**config.mk**
```make
export PLATFORM = sky130hd
export DESIGN_NAME = contador_multi_flat
export DESIGN_NICKNAME = d
export VERILOG_FILES = /design/src/rtl/contador_multi_pkg.sv /design/src/rtl/contador_multi_if.sv /design/src/rtl/contador_multi_canal.sv /design/src/rtl/contador_multi.sv /design/src/flat_wrapper.sv
export SDC_FILE = /design/constraint.sdc
export NUM_CORES = 1
export LEC_CHECK = 0
export CAP_MARGIN = 5
export CORE_MARGIN = 1.5
export CORE_UTILIZATION = 50
export CTS_CLUSTER_DIAMETER = 100
export CTS_CLUSTER_SIZE = 30
export DETAILED_ROUTE_END_ITERATION = 6
export PLACE_DENSITY = 0.71
export SLEW_MARGIN = 30
export SYNTH_ARGS = -nofsm -noshare
export SYNTH_HDL_FRONTEND = slang
export SYNTH_SLANG_ARGS = --single-unit
export TNS_END_PERCENT = 5
```
**constraint.sdc**
```tcl
create_clock -name clk -period 2.44 [get_ports clk]
set_input_delay 0.366 -clock clk [delete_from_list [all_inputs] [get_ports clk]]
set_output_delay 0.366 -clock clk [all_outputs]
set_load 0.05 [all_outputs]
```
**src/rtl/contador_multi_pkg.sv**
```systemverilog
// Shared types and helpers for the multi-channel counter block.
// Saturating step helper works on a fixed 16-bit carrier, so CW may be at most 16.
package contador_pkg;

    typedef enum logic {IDLE = 1'b0, DUMP = 1'b1} state_e;

    localparam int NCH_D    = 5;
    localparam int CW_D     = 5;
    localparam int CNT_MAXW = 16;

    function automatic logic [CNT_MAXW-1:0] sat_step(input logic [CNT_MAXW-1:0] v,
                                                     input logic [CNT_MAXW-1:0] maxv,
                                                     input logic inc,
                                                     input logic dec);
        logic [CNT_MAXW-1:0] r;
        r = v;
        if (inc && (v != maxv))    r = v + 1'b1;
        else if (dec && (v != '0)) r = v - 1'b1;
        return r;
    endfunction

endpackage

```
**src/rtl/contador_multi_if.sv**
```systemverilog
// Control/status bundle for contador_multi; sat exists only with CONTADOR_SAT_FLAG_EN.
interface contador_multi_if
    import contador_pkg::*;
#(
    parameter int NCH = NCH_D,
    parameter int CW  = CW_D,
    parameter int IW  = 3
);
    logic [NCH-1:0] push;
    logic [NCH-1:0] pop;
    logic           clr;
    logic           req;
    logic [IW-1:0]  idx;
    logic           dump;
    logic [CW-1:0]  data;
    logic [IW-1:0]  data_idx;
    logic           valid;
    logic           last;
    logic           err;
    logic           busy;
`ifdef CONTADOR_SAT_FLAG_EN
    logic [NCH-1:0] sat;
`endif

    modport master (
        output push, pop, clr, req, idx, dump,
        input  data, data_idx, valid, last, err, busy
`ifdef CONTADOR_SAT_FLAG_EN
        , input sat
`endif
    );

    modport slave (
        input  push, pop, clr, req, idx, dump,
        output data, data_idx, valid, last, err, busy
`ifdef CONTADOR_SAT_FLAG_EN
        , output sat
`endif
    );

endinterface

```
**src/rtl/contador_multi_canal.sv**
```systemverilog
// One saturating channel counter; sticky saturation flag under CONTADOR_SAT_FLAG_EN.
module contador_canal
    import contador_pkg::*;
#(
    parameter int CW        = CW_D,
    parameter int DOWN_EN_P = 0
) (
    input  logic          clk,
    input  logic          reset_L,
    input  logic          push_i,
    input  logic          pop_i,
    input  logic          clr_i,
    output logic [CW-1:0] cnt_o
`ifdef CONTADOR_SAT_FLAG_EN
    , output logic        sat_o
`endif
);

    localparam bit DN = (DOWN_EN_P != 0);
    localparam logic [CNT_MAXW-1:0] MAXV = CNT_MAXW'((32'd1 << CW) - 32'd1);

    logic [CW-1:0] cnt_q, cnt_d;
    logic          inc, dec;

    // Simultaneous push and pop cancel only when pop is honoured.
    assign inc = push_i & ~(DN & pop_i);
    assign dec = DN & pop_i & ~push_i;

    always_comb begin
        cnt_d = cnt_q;
        if (clr_i) cnt_d = '0;
        else       cnt_d = CW'(sat_step(CNT_MAXW'(cnt_q), MAXV, inc, dec));
    end

    always_ff @(posedge clk or negedge reset_L) begin
        if (!reset_L) cnt_q <= '0;
        else          cnt_q <= cnt_d;
    end

    assign cnt_o = cnt_q;

`ifdef CONTADOR_SAT_FLAG_EN
    logic sat_q, sat_d;

    always_comb begin
        sat_d = sat_q;
        if (clr_i) sat_d = 1'b0;
        else if ((inc && (CNT_MAXW'(cnt_q) == MAXV)) || (dec && (cnt_q == '0))) sat_d = 1'b1;
    end

    always_ff @(posedge clk or negedge reset_L) begin
        if (!reset_L) sat_q <= 1'b0;
        else          sat_q <= sat_d;
    end

    assign sat_o = sat_q;
`endif

endmodule

```
**src/rtl/contador_multi.sv**
```systemverilog
// Multi-channel push/occupancy counters with single reads and snapshot dump.
// Optional CONTADOR_SAT_FLAG_EN adds sticky per-channel saturation flags folded into err.
module contador_multi
    import contador_pkg::*;
#(
    parameter int NCH       = NCH_D,
    parameter int CW        = CW_D,
    parameter int IW        = 3,
    parameter int DOWN_EN_P = 0
) (
    input  logic            clk,
    input  logic            reset_L,
    contador_multi_if.slave bus
);

    logic [NCH-1:0][CW-1:0] cnt;
    logic [NCH-1:0][CW-1:0] snap_q;
    logic [IW-1:0]          ptr_q;
    state_e                 state_q;
    logic [CW-1:0]          data_q;
    logic [IW-1:0]          idx_q;
    logic                   valid_q, last_q, err_q, busy_q;
    logic                   in_rng, sat_idx, sat_ptr;

`ifdef CONTADOR_SAT_FLAG_EN
    logic [NCH-1:0] sat;
`endif

    for (genvar c = 0; c < NCH; c++) begin : g_ch
        contador_canal #(.CW(CW), .DOWN_EN_P(DOWN_EN_P)) u_canal (
            .clk    (clk),
            .reset_L(reset_L),
            .push_i (bus.push[c]),
            .pop_i  (bus.pop[c]),
            .clr_i  (bus.clr),
            .cnt_o  (cnt[c])
`ifdef CONTADOR_SAT_FLAG_EN
            , .sat_o(sat[c])
`endif
        );
    end

    assign in_rng = (32'(bus.idx) < NCH);

`ifdef CONTADOR_SAT_FLAG_EN
    assign sat_idx = in_rng & sat[bus.idx];
    assign sat_ptr = sat[ptr_q];
    assign bus.sat = sat;
`else
    assign sat_idx = 1'b0;
    assign sat_ptr = 1'b0;
`endif

    always_ff @(posedge clk or negedge reset_L) begin
        if (!reset_L) begin
            state_q <= IDLE;
            ptr_q   <= '0;
            snap_q  <= '0;
            data_q  <= '0;
            idx_q   <= '0;
            valid_q <= 1'b0;
            last_q  <= 1'b0;
            err_q   <= 1'b0;
            busy_q  <= 1'b0;
        end else begin
            valid_q <= 1'b0;
            last_q  <= 1'b0;
            err_q   <= 1'b0;
            case (state_q)
                IDLE: begin
                    if (bus.dump) begin
                        snap_q  <= cnt;
                        ptr_q   <= '0;
                        state_q <= DUMP;
                        busy_q  <= 1'b1;
                    end else if (bus.req) begin
                        valid_q <= 1'b1;
                        idx_q   <= bus.idx;
                        data_q  <= in_rng ? cnt[bus.idx] : '0;
                        err_q   <= ~in_rng | sat_idx;
                    end
                end
                DUMP: begin
                    // Snapshot is frozen; live counters and clr proceed independently.
                    valid_q <= 1'b1;
                    data_q  <= snap_q[ptr_q];
                    idx_q   <= ptr_q;
                    err_q   <= sat_ptr;
                    ptr_q   <= ptr_q + 1'b1;
                    if (ptr_q == IW'(NCH - 1)) begin
                        last_q  <= 1'b1;
                        state_q <= IDLE;
                        busy_q  <= 1'b0;
                    end
                end
                default: state_q <= IDLE;
            endcase
        end
    end

    assign bus.data     = data_q;
    assign bus.data_idx = idx_q;
    assign bus.valid    = valid_q;
    assign bus.last     = last_q;
    assign bus.err      = err_q;
    assign bus.busy     = busy_q;

endmodule
```
**src/flat_wrapper.sv**
```systemverilog
// flat-port wrapper written by rule: the top's interface ports become plain ports
module contador_multi_flat import contador_pkg::*;
#(
    parameter int NCH       = NCH_D,
    parameter int CW        = CW_D,
    parameter int IW        = 3,
    parameter int DOWN_EN_P = 0
)
  (clk, reset_L, bus_push, bus_pop, bus_clr, bus_req, bus_idx, bus_dump, bus_data, bus_data_idx, bus_valid, bus_last, bus_err, bus_busy);
  contador_multi_if #(.NCH(NCH), .CW(CW), .IW(IW)) bus_i ();
  input  logic clk;
  input  logic reset_L;
  input wire logic [$bits(bus_i.push)-1:0] bus_push;
  input wire logic [$bits(bus_i.pop)-1:0] bus_pop;
  input wire logic [$bits(bus_i.clr)-1:0] bus_clr;
  input wire logic [$bits(bus_i.req)-1:0] bus_req;
  input wire logic [$bits(bus_i.idx)-1:0] bus_idx;
  input wire logic [$bits(bus_i.dump)-1:0] bus_dump;
  output wire logic [$bits(bus_i.data)-1:0] bus_data;
  output wire logic [$bits(bus_i.data_idx)-1:0] bus_data_idx;
  output wire logic [$bits(bus_i.valid)-1:0] bus_valid;
  output wire logic [$bits(bus_i.last)-1:0] bus_last;
  output wire logic [$bits(bus_i.err)-1:0] bus_err;
  output wire logic [$bits(bus_i.busy)-1:0] bus_busy;
  assign bus_i.push = bus_push;
  assign bus_i.pop = bus_pop;
  assign bus_i.clr = bus_clr;
  assign bus_i.req = bus_req;
  assign bus_i.idx = bus_idx;
  assign bus_i.dump = bus_dump;
  assign bus_data = bus_i.data;
  assign bus_data_idx = bus_i.data_idx;
  assign bus_valid = bus_i.valid;
  assign bus_last = bus_i.last;
  assign bus_err = bus_i.err;
  assign bus_busy = bus_i.busy;
  contador_multi #(.NCH(NCH), .CW(CW), .IW(IW), .DOWN_EN_P(DOWN_EN_P)) u_core (.clk(clk), .reset_L(reset_L), .bus(bus_i));
endmodule
```
## Yosys cells after proc, flatten, opt, wreduce, memory -nomap -nowiden

Cells that the tools add are included.

- Order comparisons: 3
- Multiplexer cells: 37
- Add/subtract/negate cells: 6
- Equality and inequality tests: 10
- Reduce and logical (&&, ||, !) cells: 13
- Bitwise logic cells: 2

Operator list:

| operator | count |
|---|---|
| $mux 5 | 15 |
| $bmux 5 s3 | 2 |
| $add 5x1->5 const B | 5 |
| $ne 5x5->1 const B | 5 |
| $pmux 3 s2 | 2 |
| $mux 1 | 10 |
| $pmux 5 s2 | 1 |
| $reduce_bool 2->1 | 5 |
| $mux 3 | 3 |
| $lt 3x4->1 const B | 2 |
| $ne 2x2->1 const B | 4 |
| $pmux 1 s2 | 4 |
| $reduce_and 2->1 | 3 |
| $logic_and 1x1->1 | 5 |
| $add 3x1->3 const B | 1 |
| $eq 3x3->1 const B | 1 |
| $lt 3x3->1 const B | 1 |
| $not 1->1 | 2 |

- Register bits after elaboration: 66
- Bits of input ports: 18
- Logic and storage cells: 89
- Output and inout port bits: 12

## Depth between registers and ports, before layout

Gate-level depths: netlist of the first run.

- Depth after elaboration: 6
- Gate-level depth with buffers: 8
- Depth with buffers taken out: 7

## Modules after synthesis

A second synthesis of the first run with hierarchy kept.

- Cell total of the unflattened synthesis: 282
- Area, all modules: 3280.6 um2

Modules (own cells, without submodules):

| module | cells an instance | seq. area each (um2) | area an instance (um2) | times used |
|---|---|---|---|---|
| contador_multi | 167 | 1026.0 | 2035.7 | 1 |
| contador_canal | 23 | 125.1 | 249.0 | 5 |

## Worst setup path before layout of the first run

Ideal clock, no wire load.

- Path kind: flip-flop to flip-flop
- From: reg u_core.g_ch[1].u_canal.cnt_q[0]
- To: reg u_core.g_ch[1].u_canal.cnt_q[3]
- Buffers on the path: 1
- Period minus slack after synthesis: 1.630 ns
- Slack: 0.810 ns
- Required time: 2.308 ns
- Library setup time: 0.132 ns
- Stages on the path, launching flop included: 9
- Data arrival time: 1.498 ns
- Cells stage by stage: dfrtp_1 > ha_1 > and3_1 > ha_1 > nor2b_1 > buf_2 > nand4_1 > xor2_1 > nor2_1

- Cells in the longest elaborated chain, start to end: 3
- Elaborated cells on any way between the ends: 6
- Those cells by class: add/sub: 1; eq/ne: 1; mux: 2; reduce/logical: 2

Ends and longest elaborated chain:

| element | RTL line | source |
|---|---|---|
| start: declaration | contador_multi_canal.sv:22 | `logic [CW-1:0] cnt_q, cnt_d;` |
| start signal: assignment | contador_multi_canal.sv:37 | `else cnt_q <= cnt_d;` |
| $add 5x1->5 or $ne 5x5->1 (tied branches) | contador_multi_pkg.sv:17 | `if (inc && (v != maxv)) r = v + 1'b1;` |
| $mux 5 or $logic_and 1x1->1 (tied branches) | contador_multi_pkg.sv:17 |  |
| $mux 5 or $reduce_bool 2->1 (tied branches) | -- |  |

Parallel ways exist; a longest one is shown, timed or not. The select of a mux whose other input is x is not followed.
A chain may end at the register's enable or synchronous reset.

## Final worst setup path of the first run

Same ends and word-level chain as after synthesis.

==> impl_metrics.csv, run 1 <==
group,metric,value,unit
synth,synth.ff_latch_count,66,
clock_tree,clk_pin_slew,0.08,ns
grt,grt_start_max_net_pins,43,
critical_path,cp_data_arrival_time,2.18,ns
clock_tree,numCtsBuffers,9,
floorplan,row_count,29,
clock_tree,cts_sinks,66,
synth,syn_nets,327,
timing,holdWs,-0.00117,ns
cells_and_area,n_fill_cell,536,
synth,synth_edf_count,0,
critical_path,path_buf_inv,0,
cells_and_area,final_cell_count_no_fill,397,
timing,finClkSkew,0.00687,ns
timing,drv_slew,0,
synth,yosysTopAreaCell,"dfrtp_1",
timing,rsz0062_at_grt,"false",
timing,period_needed,1.96,ns
synth,ys_seq_area_frac,0.492,
clock_tree,cts_tree,"done",
cells_and_area,multi_input_area,1530,um2
timing,tightestPinTransition,0.642,ns
pwr,power.share.combinational,0.300,
flow_run,drv_cap,0,
routing,routed_wl,6.44,mm
synth,postSynthCellCount,297,
floorplan,start_util,0.523,
timing,timing.fmax,0.510,GHz
pwr,p_leak,1.86,nW
grt,grt_pass1_vias,2259,
placement,dpl.hpwl,4.52,mm
floorplan,pin_count,30,
critical_path,rr_worst_depth,7,
timing,maxSlewHeadroom,0.571,
clock_tree,clock_latency,0.35,ns
critical_path,cp-end-kind,"register",
placement,port_buffers,24,
grt,grt-ovfl-total,0,
critical_path,max_stage_delay,0.45,ns
grt,grt_usage,0.207,
clock_tree,cts-root-buf,"clkbuf_8",
timing,post-route-period-util,0.804,
routing,dr.pass1.iters,7,
critical_path,reg2reg_to,"u_core.g_ch[1].u_canal.cnt_o[3]",
critical_path,cpMaxStageDelayCell,"dfrtp_1",
critical_path,timing.rr.start,"u_core.g_ch[1].u_canal.cnt_o[0]",
clock_tree,clock_path_buffers,2,
clock_tree,cts.htree.levels,3,
pwr,p_sw,0.00129,W
synth,syn_area,3360,um2
pwr,power,0.00380,W
critical_path,path_delay_family,"simple AND/OR/NAND/NOR gates",
synth,netlist.area_leader.share,0.492,
timing,finalSetupTns,0,ns
cells_and_area,area.growth.synth_to_final,14.4,%
critical_path,worstSetupPathType,"register to register",
floorplan,die_y,84.9,um
pwr,power_density,989,nW/um2
pwr,p_int,0.00250,W
critical_path,cp-start-kind,"register",
timing,setup_viol,0,
critical_path,crit_top_cell,"ha_1",
cells_and_area,layout-drive-gt1-share,0.163,
clock_tree,postCtsHoldBufs,0,
cells_and_area,finalNetCount,345,
min_path,hold_class,"primary input to asynchronous set/reset pin",
status,violations,"DRC, hold timing",
synth,ys_warn_count,0,
pwr,ir_drop,0.295,mV
synth,synth_ff_type,"dfrtp_1",
cells_and_area,postLayoutCellArea,3840,um2
synth,avgSynthCellArea,11.3,um2
timing,final-hold-violation-count,3,
floorplan,dieArea,7210,um2
placement,placed_cells,381,
pwr,p_seq_frac,0.402,
routing,drt_iter0_drc,113,
routing,num_vias,2206,
critical_path,cp.required,2.66,ns
critical_path,crit_fanout,5,
grt,grt_pass1_wl,11.4,mm
clock_tree,postCtsSetupBuffers,0,
routing,drc,5,
cells_and_area,antenna_cells,0,
synth,ys_types,42,
pwr,power_frac_clock,0.298,
pwr,p_sw_frac,0.341,
placement,placed_cell_area,3590,um2
synth,synthArstFlopShare,1.00,
grt,antenna_found_initial,0,
synth,synth_area_leaders,"dfrtp_1, mux2_2, mux2i_1",
clock_tree,cts_resized,0,
cells_and_area,seq_area,1650,um2
critical_path,r2r_slack,0.48,ns
status,run_status,"finished with violations",
placement,gp_congestion,0.761,
routing,routedWlPerCell,16.2,um
cells_and_area,utilization,0.598,
critical_path,crit_chain,"ha_1 -> and3_1 -> ha_1 -> nor2b_1 -> nand4_1 -> xor2_1 -> nor2_1",
routing,ant_nets,0,
floorplan,core_area,6420,um2
routing,via_per_inst,5.56,
floorplan,dieWidth,84.9,um
## power groups by stage
stage                     combinational (W)  clock (W)  sequential, W
final                               0.00114    0.00113        0.00153
after global routing                0.00124    0.00121        0.00156
after CTS                           0.00115    0.00115        0.00153
after detailed placement            0.00114          0        0.00155
after global placement              0.00113          0        0.00154
after floorplan                    0.000712          0        0.00168
## layer usage
metal  vias to the layer above  global-route usage  part of all wire  wire length, um
met5                         -                   0                 0                0
met4                         0               0.104             0.019              124
met3                        11              0.0409             0.033              212
met2                        44               0.318              0.46             2960
met1                      1082               0.282              0.49             3150
li1                       1069                   -                 -                -
## cell usage in the layout (no fill, tap or decap), types with 2 or more instances in the layout
master           count
clkdlybuf4s50_1     23
nand2_1             16
ha_1                12
clkbuf_8            10
a21oi_1              5
o21ai_0              9
and3_1               6
nor2b_1              6
xnor2_1              5
o221ai_1             3
inv_1                5
mux2_2              25
dfrtp_1             66
nand4_1              5
nand3b_1             3
mux2i_1             27
nor2_1              41
clkinvlp_4           2
a32o_1               4
nand2b_1             2
bufinv_16            3
o21a_1               3
buf_4                5
xor2_1              11
mux2_1               2
o31ai_1              2
## worst reg2reg max path, stage by stage (launching register included)
cell,delay (ns)
dfrtp_1,0.45
ha_1,0.24
and3_1,0.19
ha_1,0.20
nor2b_1,0.36
nand4_1,0.16
xor2_1,0.17
nor2_1,0.06
## Yosys cell counts (all sizes together) (2+ instances only)
library cell	number
a21oi	5
a32o	4
and3	7
buf	17
clkbuf	6
dfrtp	66
ha	12
inv	5
mux2	28
mux2i	27
nand2	17
nand2b	2
nand3b	3
nand4	5
nor2	41
nor2b	6
o21a	3
o21ai	9
o221ai	4
o31ai	2
xnor2	5
xor2	11
## state kept, by name, indices dropped and copies added, names as in the netlist
name / count
u_core.g_ch.u_canal.cnt_o: 25
u_core.snap_q: 25
u_core.bus.data: 5
u_core.bus.data_idx: 3
u_core.ptr_q: 3
u_core.bus.busy: 1
u_core.bus.err: 1
u_core.bus.last: 1
u_core.bus.valid: 1
u_core.state_q: 1
## cells by family after synthesis
| logic type | after synthesis | share of synthesized area |
|---|---|---|
| adder cells (fa/ha/maj) | 12 | 0.0447 |
| XOR/XNOR | 16 | 0.0418 |
| multiplexers | 55 | 0.176 |
| AO/OA/AOI/OAI | 34 | 0.0727 |
| AND/OR/NAND/NOR | 86 | 0.120 |
| buffers and inverters | 28 | 0.0529 |
| flip-flops | 66 | 0.492 |
## worst max-delay path by stage
stage	start	end	slack [ns]	cells after the start
CTS	u_core.g_ch[1].u_canal.cnt_o[0]	u_core.g_ch[1].u_canal.cnt_o[3]	0.45	7
global route	u_core.g_ch[1].u_canal.cnt_o[0]	u_core.g_ch[1].u_canal.cnt_o[3]	0.32	7
finish	u_core.g_ch[1].u_canal.cnt_o[0]	u_core.g_ch[1].u_canal.cnt_o[3]	0.48	7
global placement	bus_idx[0]	u_core.bus.data[2]	0.33	5
floorplan	u_core.g_ch[1].u_canal.cnt_o[0]	u_core.g_ch[1].u_canal.cnt_o[3]	0.81	8
detailed placement	bus_idx[0]	u_core.bus.data[2]	0.33	5
## metrics by stage
step | setup WS [ns] | hold slack [ns]
global route | 0.322 | 0.0328
floorplan | 0.810 | 0.0704
CTS | 0.450 | 0.0154
detailed placement | 0.330 | 0.392
global placement | 0.325 | 0.389
finish | 0.478 | -0.00117
## area by class of cell
| class | instances | area share |
|---|---|---|
| sequential | 66 | 0.430 |
| multi-input combinational | 203 | 0.398 |
| timing repair buffer | 30 | 0.0763 |
| clock buffer | 10 | 0.0359 |
| clock inverter | 6 | 0.0297 |
| tap | 77 | 0.0251 |
| inverter | 5 | 0.00489 |
(Power assumes the default switching activity.)
==> run 2: changes to the inputs <==
PLACE_DENSITY = 0.74   (was 0.71)
clock period = 1.8 ns   (was 2.44 ns; I/O delays follow)
==> impl_metrics.csv, run 2 (synthesis results as in run 1) <==
group,metric,value,unit
status,run_status,"finished with violations",
status,violations,"DRC",
clock_tree,cts-root-buf,"clkbuf_8",
routing,num_vias,2359,
routing,wl_met3,251,um
cells_and_area,finalNetCount,371,
floorplan,die_y,84.9,um
timing,finClkSkew,0.00900,ns
flow_run,drv_cap,0,
pwr,power_frac_clock,0.240,
critical_path,crit_fanout,2,
timing,maxSlewHeadroom,0.665,
pwr,p_leak,2.00,nW
grt,grt-ovfl-total,0,
pwr,power,0.00493,W
placement,dpl.hpwl,4.80,mm
pwr,p_int,0.00316,W
routing,routed_wl,6.86,mm
clock_tree,clock_path_buffers,2,
routing,highest_layer,"met4",
cells_and_area,final_common_cell,"dfrtp_1",
timing,post-route-period-util,0.987,
critical_path,max_stage_delay,0.81,ns
routing,met1_length,3.12,mm
timing,setup_viol,0,
floorplan,row_count,29,
routing,dr_wl_met2,3.34,mm
floorplan,core_area,6420,um2
cells_and_area,antenna_cells,0,
min_path,hold_class,"primary input to asynchronous set/reset pin",
cells_and_area,postLayoutCellArea,4010,um2
placement,placed_cells,406,
clock_tree,clk_pin_slew,0.07,ns
routing,drc,4,
critical_path,worstSetupPathType,"register to output pin",
grt,grt_start_max_net_pins,67,
critical_path,path_buf_inv,1,
pwr,power.share.combinational,0.352,
critical_path,path_delay_family,"buffers and inverters",
routing,routedWlPerCell,16.2,um
routing,dr.pass1.iters,6,
pwr,ir_drop,0.482,mV
floorplan,dieArea,7210,um2
routing,drt_iter0_drc,203,
placement,port_buffers,24,
clock_tree,cts_tree,"done",
critical_path,cp-end-kind,"output pin",
placement,place_ws,0.00717,ns
timing,tightestPinTransition,0.502,ns
cells_and_area,final_cell_count_no_fill,423,
timing,final-hold-violation-count,0,
timing,timing.fmax,0.563,GHz
floorplan,dieWidth,84.9,um
pwr,p_sw_frac,0.360,
placement,placed_cell_area,3810,um2
floorplan,start_util,0.523,
cells_and_area,final_cell_mix,"dfrtp_1, nor2_1, buf_4",
critical_path,crit_chain,"clkdlybuf4s50_1",
routing,ant_nets,0,
clock_tree,cts_sinks,66,
timing,drv_slew,0,
pwr,p_seq_frac,0.408,
cells_and_area,layout-drive-gt1-share,0.228,
timing,setup_slack,0.0227,ns
critical_path,cp-start-kind,"register",
critical_path,cp.required,1.53,ns
clock_tree,clock_latency,0.34,ns
cells_and_area,area.growth.synth_to_final,19.4,%
placement,gp_congestion,0.805,
grt,grt_pass1_vias,2454,
grt,antenna_found_initial,0,
critical_path,cpMaxStageDelayCell,"clkdlybuf4s50_1",
pwr,p_sw,0.00178,W
timing,period_needed,1.78,ns
pwr,power_density,1230,nW/um2
clock_tree,postCtsSetupBuffers,0,
cells_and_area,n_fill_cell,524,
routing,via_per_inst,5.58,
clock_tree,cts.htree.levels,3,
floorplan,pin_count,30,
grt,grt_usage,0.211,
clock_tree,numCtsBuffers,9,
timing,finalSetupTns,0,ns
timing,rsz0062_at_grt,"false",
grt,grt_pass1_wl,11.7,mm
critical_path,cp_data_arrival_time,1.51,ns
-- run 2: cell types whose count changed in the layout (fill, tap and decap cells not counted) --
| cell | before | now |
|---|---|---|
| buf_12 | 1 | 4 |
| buf_4 | 5 | 29 |
| bufinv_16 | 3 | 1 |
| clkbuf_1 | 0 | 1 |
| clkbuf_8 | 10 | 9 |
| clkdlybuf4s50_1 | 23 | 20 |
| clkinv_2 | 0 | 4 |
| clkinv_4 | 1 | 0 |
| clkinvlp_4 | 2 | 1 |
| dlygate4sd3_1 | 0 | 1 |
| dlymetal6s2s_1 | 0 | 1 |
| nor2b_1 | 6 | 5 |
| nor2b_2 | 0 | 1 |
-- run 2: cell type report --
type	count	area [um2]	share of cell area
timing repair buffer	56	526	0.131
clock inverter	6	57.6	0.0144
sequential	66	1650	0.412
inverter	5	18.8	0.00468
tap	77	96.3	0.0240
clock buffer	10	128	0.0319
multi-input combinational	203	1530	0.382
-- run 2: final timing paths --
kind                                            startpoint  slack [ns]  depth (start not counted)                         endpoint
setup / recovery                    u_core.bus.data_idx[2]        0.02                          1                  bus_data_idx[2]
hold / removal                                     reset_L        0.49                          3                  u_core.bus.busy
setup reg to reg           u_core.g_ch[2].u_canal.cnt_o[0]        0.10                          7  u_core.g_ch[2].u_canal.cnt_o[1]
hold reg to reg                          u_core.snap_q[23]        0.50                          1                u_core.snap_q[23]
max in group asynchronous                          reset_L        1.04                          3                 u_core.snap_q[1]
min in group clk                         u_core.snap_q[23]        0.50                          1                u_core.snap_q[23]
-- run 2: power by group through the flow --
stage          combinational (W)  sequential [W]  clock, W
2_1_floorplan           0.000965         0.00227         0
3_3_place_gp             0.00169         0.00203         0
3_5_place_dp             0.00174         0.00204         0
4_1_cts                  0.00174         0.00201   0.00122
5_1_grt                  0.00189         0.00205   0.00127
6_report                 0.00173         0.00201   0.00118
-- run 2: what timing repair did --
action                     CTS  global route
setup endpoints to repair    0             2
hold buffers                 1             0
gates resized for setup      0             2
hold endpoints to repair    66             0
-- run 2: per-layer routing --
layer  track usage  up-vias
met1         0.276     1171
met3        0.0379       12
met4         0.110        0
met2         0.338       58
met5             0        -
li1              -     1118
-- run 2: stage by stage --
stage               hold slack (ns)  utilization
floorplan                   -0.0256            -
CTS                           0.488        0.623
global placement              0.314        0.593
detailed placement            0.314        0.593
global route                  0.506        0.624
finish                        0.490        0.624
==> run 3: changes to the inputs <==
PLACE_DENSITY = 0.71   (was 0.74)
TNS_END_PERCENT = 20   (was 5)
clock period = 2 ns   (was 1.8 ns; I/O delays follow)
==> impl_metrics.csv, run 3 (synthesis results as in run 1) <==
group,metric,value,unit
grt,grt_pass1_vias,2204,
grt,grt_usage,0.199,
floorplan,dieArea,7210,um2
cells_and_area,finalNetCount,358,
cells_and_area,n_fill_cell,536,
critical_path,path_delay_family,"buffers and inverters",
cells_and_area,final_cell_mix,"dfrtp_1, nor2_1, mux2i_1",
clock_tree,clk_pin_slew,0.07,ns
grt,antenna_found_initial,0,
clock_tree,cts.htree.levels,3,
pwr,ir_drop,0.374,mV
timing,finalSetupTns,0,ns
pwr,power_density,1120,nW/um2
timing,setup_viol,0,
timing,finClkSkew,0.00932,ns
timing,setup_slack,0.186,ns
clock_tree,cts_resized,0,
clock_tree,cts-root-buf,"clkbuf_8",
floorplan,pin_count,30,
critical_path,cpMaxStageDelayCell,"clkdlybuf4s50_1",
clock_tree,clock_path_buffers,2,
critical_path,worstSetupPathType,"register to output pin",
placement,placed_cell_area,3700,um2
critical_path,path_buf_inv,1,
cells_and_area,final_common_cell,"dfrtp_1",
cells_and_area,antenna_cells,0,
placement,port_buffers,24,
placement,gp_congestion,0.804,
grt,grt_pass1_wl,11.0,mm
placement,place_ws,0.192,ns
cells_and_area,layout-drive-gt1-share,0.192,
clock_tree,cts_tree,"done",
critical_path,cp_data_arrival_time,1.51,ns
status,violations,"DRC",
grt,grt-ovfl-total,0,
floorplan,die_y,84.9,um
timing,post-route-period-util,0.907,
critical_path,max_stage_delay,0.81,ns
floorplan,start_util,0.523,
routing,routed_wl,6.45,mm
cells_and_area,utilization,0.607,
timing,period_needed,1.81,ns
timing,rsz0062_at_grt,"false",
flow_run,drv_cap,0,
status,run_status,"finished with violations",
clock_tree,postCtsHoldBufs,1,
timing,tightestPinTransition,0.499,ns
timing,final-hold-violation-count,0,
routing,routedWlPerCell,15.7,um
pwr,p_leak,1.91,nW
min_path,hold_class,"primary input to asynchronous set/reset pin",
critical_path,crit_fanout,2,
timing,timing.fmax,0.551,GHz
routing,drc,8,
critical_path,cp-start-kind,"register",
routing,via_per_inst,5.52,
clock_tree,postCtsSetupBuffers,0,
floorplan,row_count,29,
placement,dpl.hpwl,4.65,mm
critical_path,cp.required,1.70,ns
floorplan,core_area,6420,um2
timing,holdWs,0.450,ns
clock_tree,clock_latency,0.34,ns
clock_tree,cts_sinks,66,
cells_and_area,area.growth.synth_to_final,16.3,%
floorplan,dieWidth,84.9,um
grt,grt_start_max_net_pins,35,
timing,maxSlewHeadroom,0.667,
routing,num_vias,2265,
routing,ant_nets,0,
timing,drv_slew,0,
routing,drt_iter0_drc,182,
critical_path,crit_chain,"clkdlybuf4s50_1",
cells_and_area,postLayoutCellArea,3900,um2
critical_path,cp-end-kind,"output pin",
routing,dr.pass1.iters,7,
clock_tree,numCtsBuffers,9,
[run 3: changes by cell type in the layout (fill, tap and decap cells not counted)]
cell | before | now
buf_12 | 4 | 3
buf_4 | 29 | 15
bufinv_16 | 1 | 0
clkbuf_1 | 1 | 0
clkbuf_8 | 9 | 12
clkdlybuf4s50_1 | 20 | 23
clkinv_2 | 4 | 2
clkinvlp_4 | 1 | 2
dlymetal6s2s_1 | 1 | 0
nor2b_1 | 5 | 6
nor2b_2 | 1 | 0
[run 3: metrics by stage]
step / power [W] / cells
after global routing: 0.00462 / 410
final: 0.00437 / 410
after detailed placement: 0.00336 / 393
after floorplan: 0.00291 / 297
after global placement: 0.00331 / 393
after CTS: 0.00440 / 410
[run 3: layout make-up]
type | count | area (um2) | share of cell area
clock buffers | 12 | 165 | 0.0423
clock inverters | 4 | 25.0 | 0.00641
inverters | 5 | 18.8 | 0.00481
multi-input cells | 203 | 1530 | 0.391
flip-flops and latches | 66 | 1650 | 0.423
well taps | 77 | 96.3 | 0.0247
repair buffers | 43 | 418 | 0.107
[run 3: worst paths after layout]
path / startpoint / end / slack, ns / cells past startpoint
max in group asynchronous: reset_L / u_core.snap_q[16] / 0.98 / 3
max: u_core.bus.data[0] / bus_data[0] / 0.19 / 1
max reg2reg: u_core.g_ch[4].u_canal.cnt_o[0] / u_core.g_ch[4].u_canal.cnt_o[3] / 0.23 / 8
min: reset_L / u_core.bus.busy / 0.45 / 2
min in group clk: u_core.snap_q[23] / u_core.snap_q[23] / 0.50 / 1
min reg2reg: u_core.snap_q[23] / u_core.snap_q[23] / 0.50 / 1
[run 3: where the power goes]
part | leakage [nW] | internal (W) | switching [W] | total (W)
registers | 0.879 | 0.00159 | 0.000249 | 0.00184
logic | 0.939 | 0.000656 | 0.000839 | 0.00150
clock network | 0.0944 | 0.000547 | 0.000495 | 0.00104
total | 1.91 | 0.00279 | 0.00158 | 0.00437
[run 3: metal layers]
layer | vias to the layer above | GRT usage | wire (um)
met5 | - | 0 | 0
met4 | 0 | 0.0805 | 97
met3 | 7 | 0.0331 | 162
met2 | 39 | 0.308 | 2920
met1 | 1127 | 0.282 | 3270
li1 | 1092 | - | -
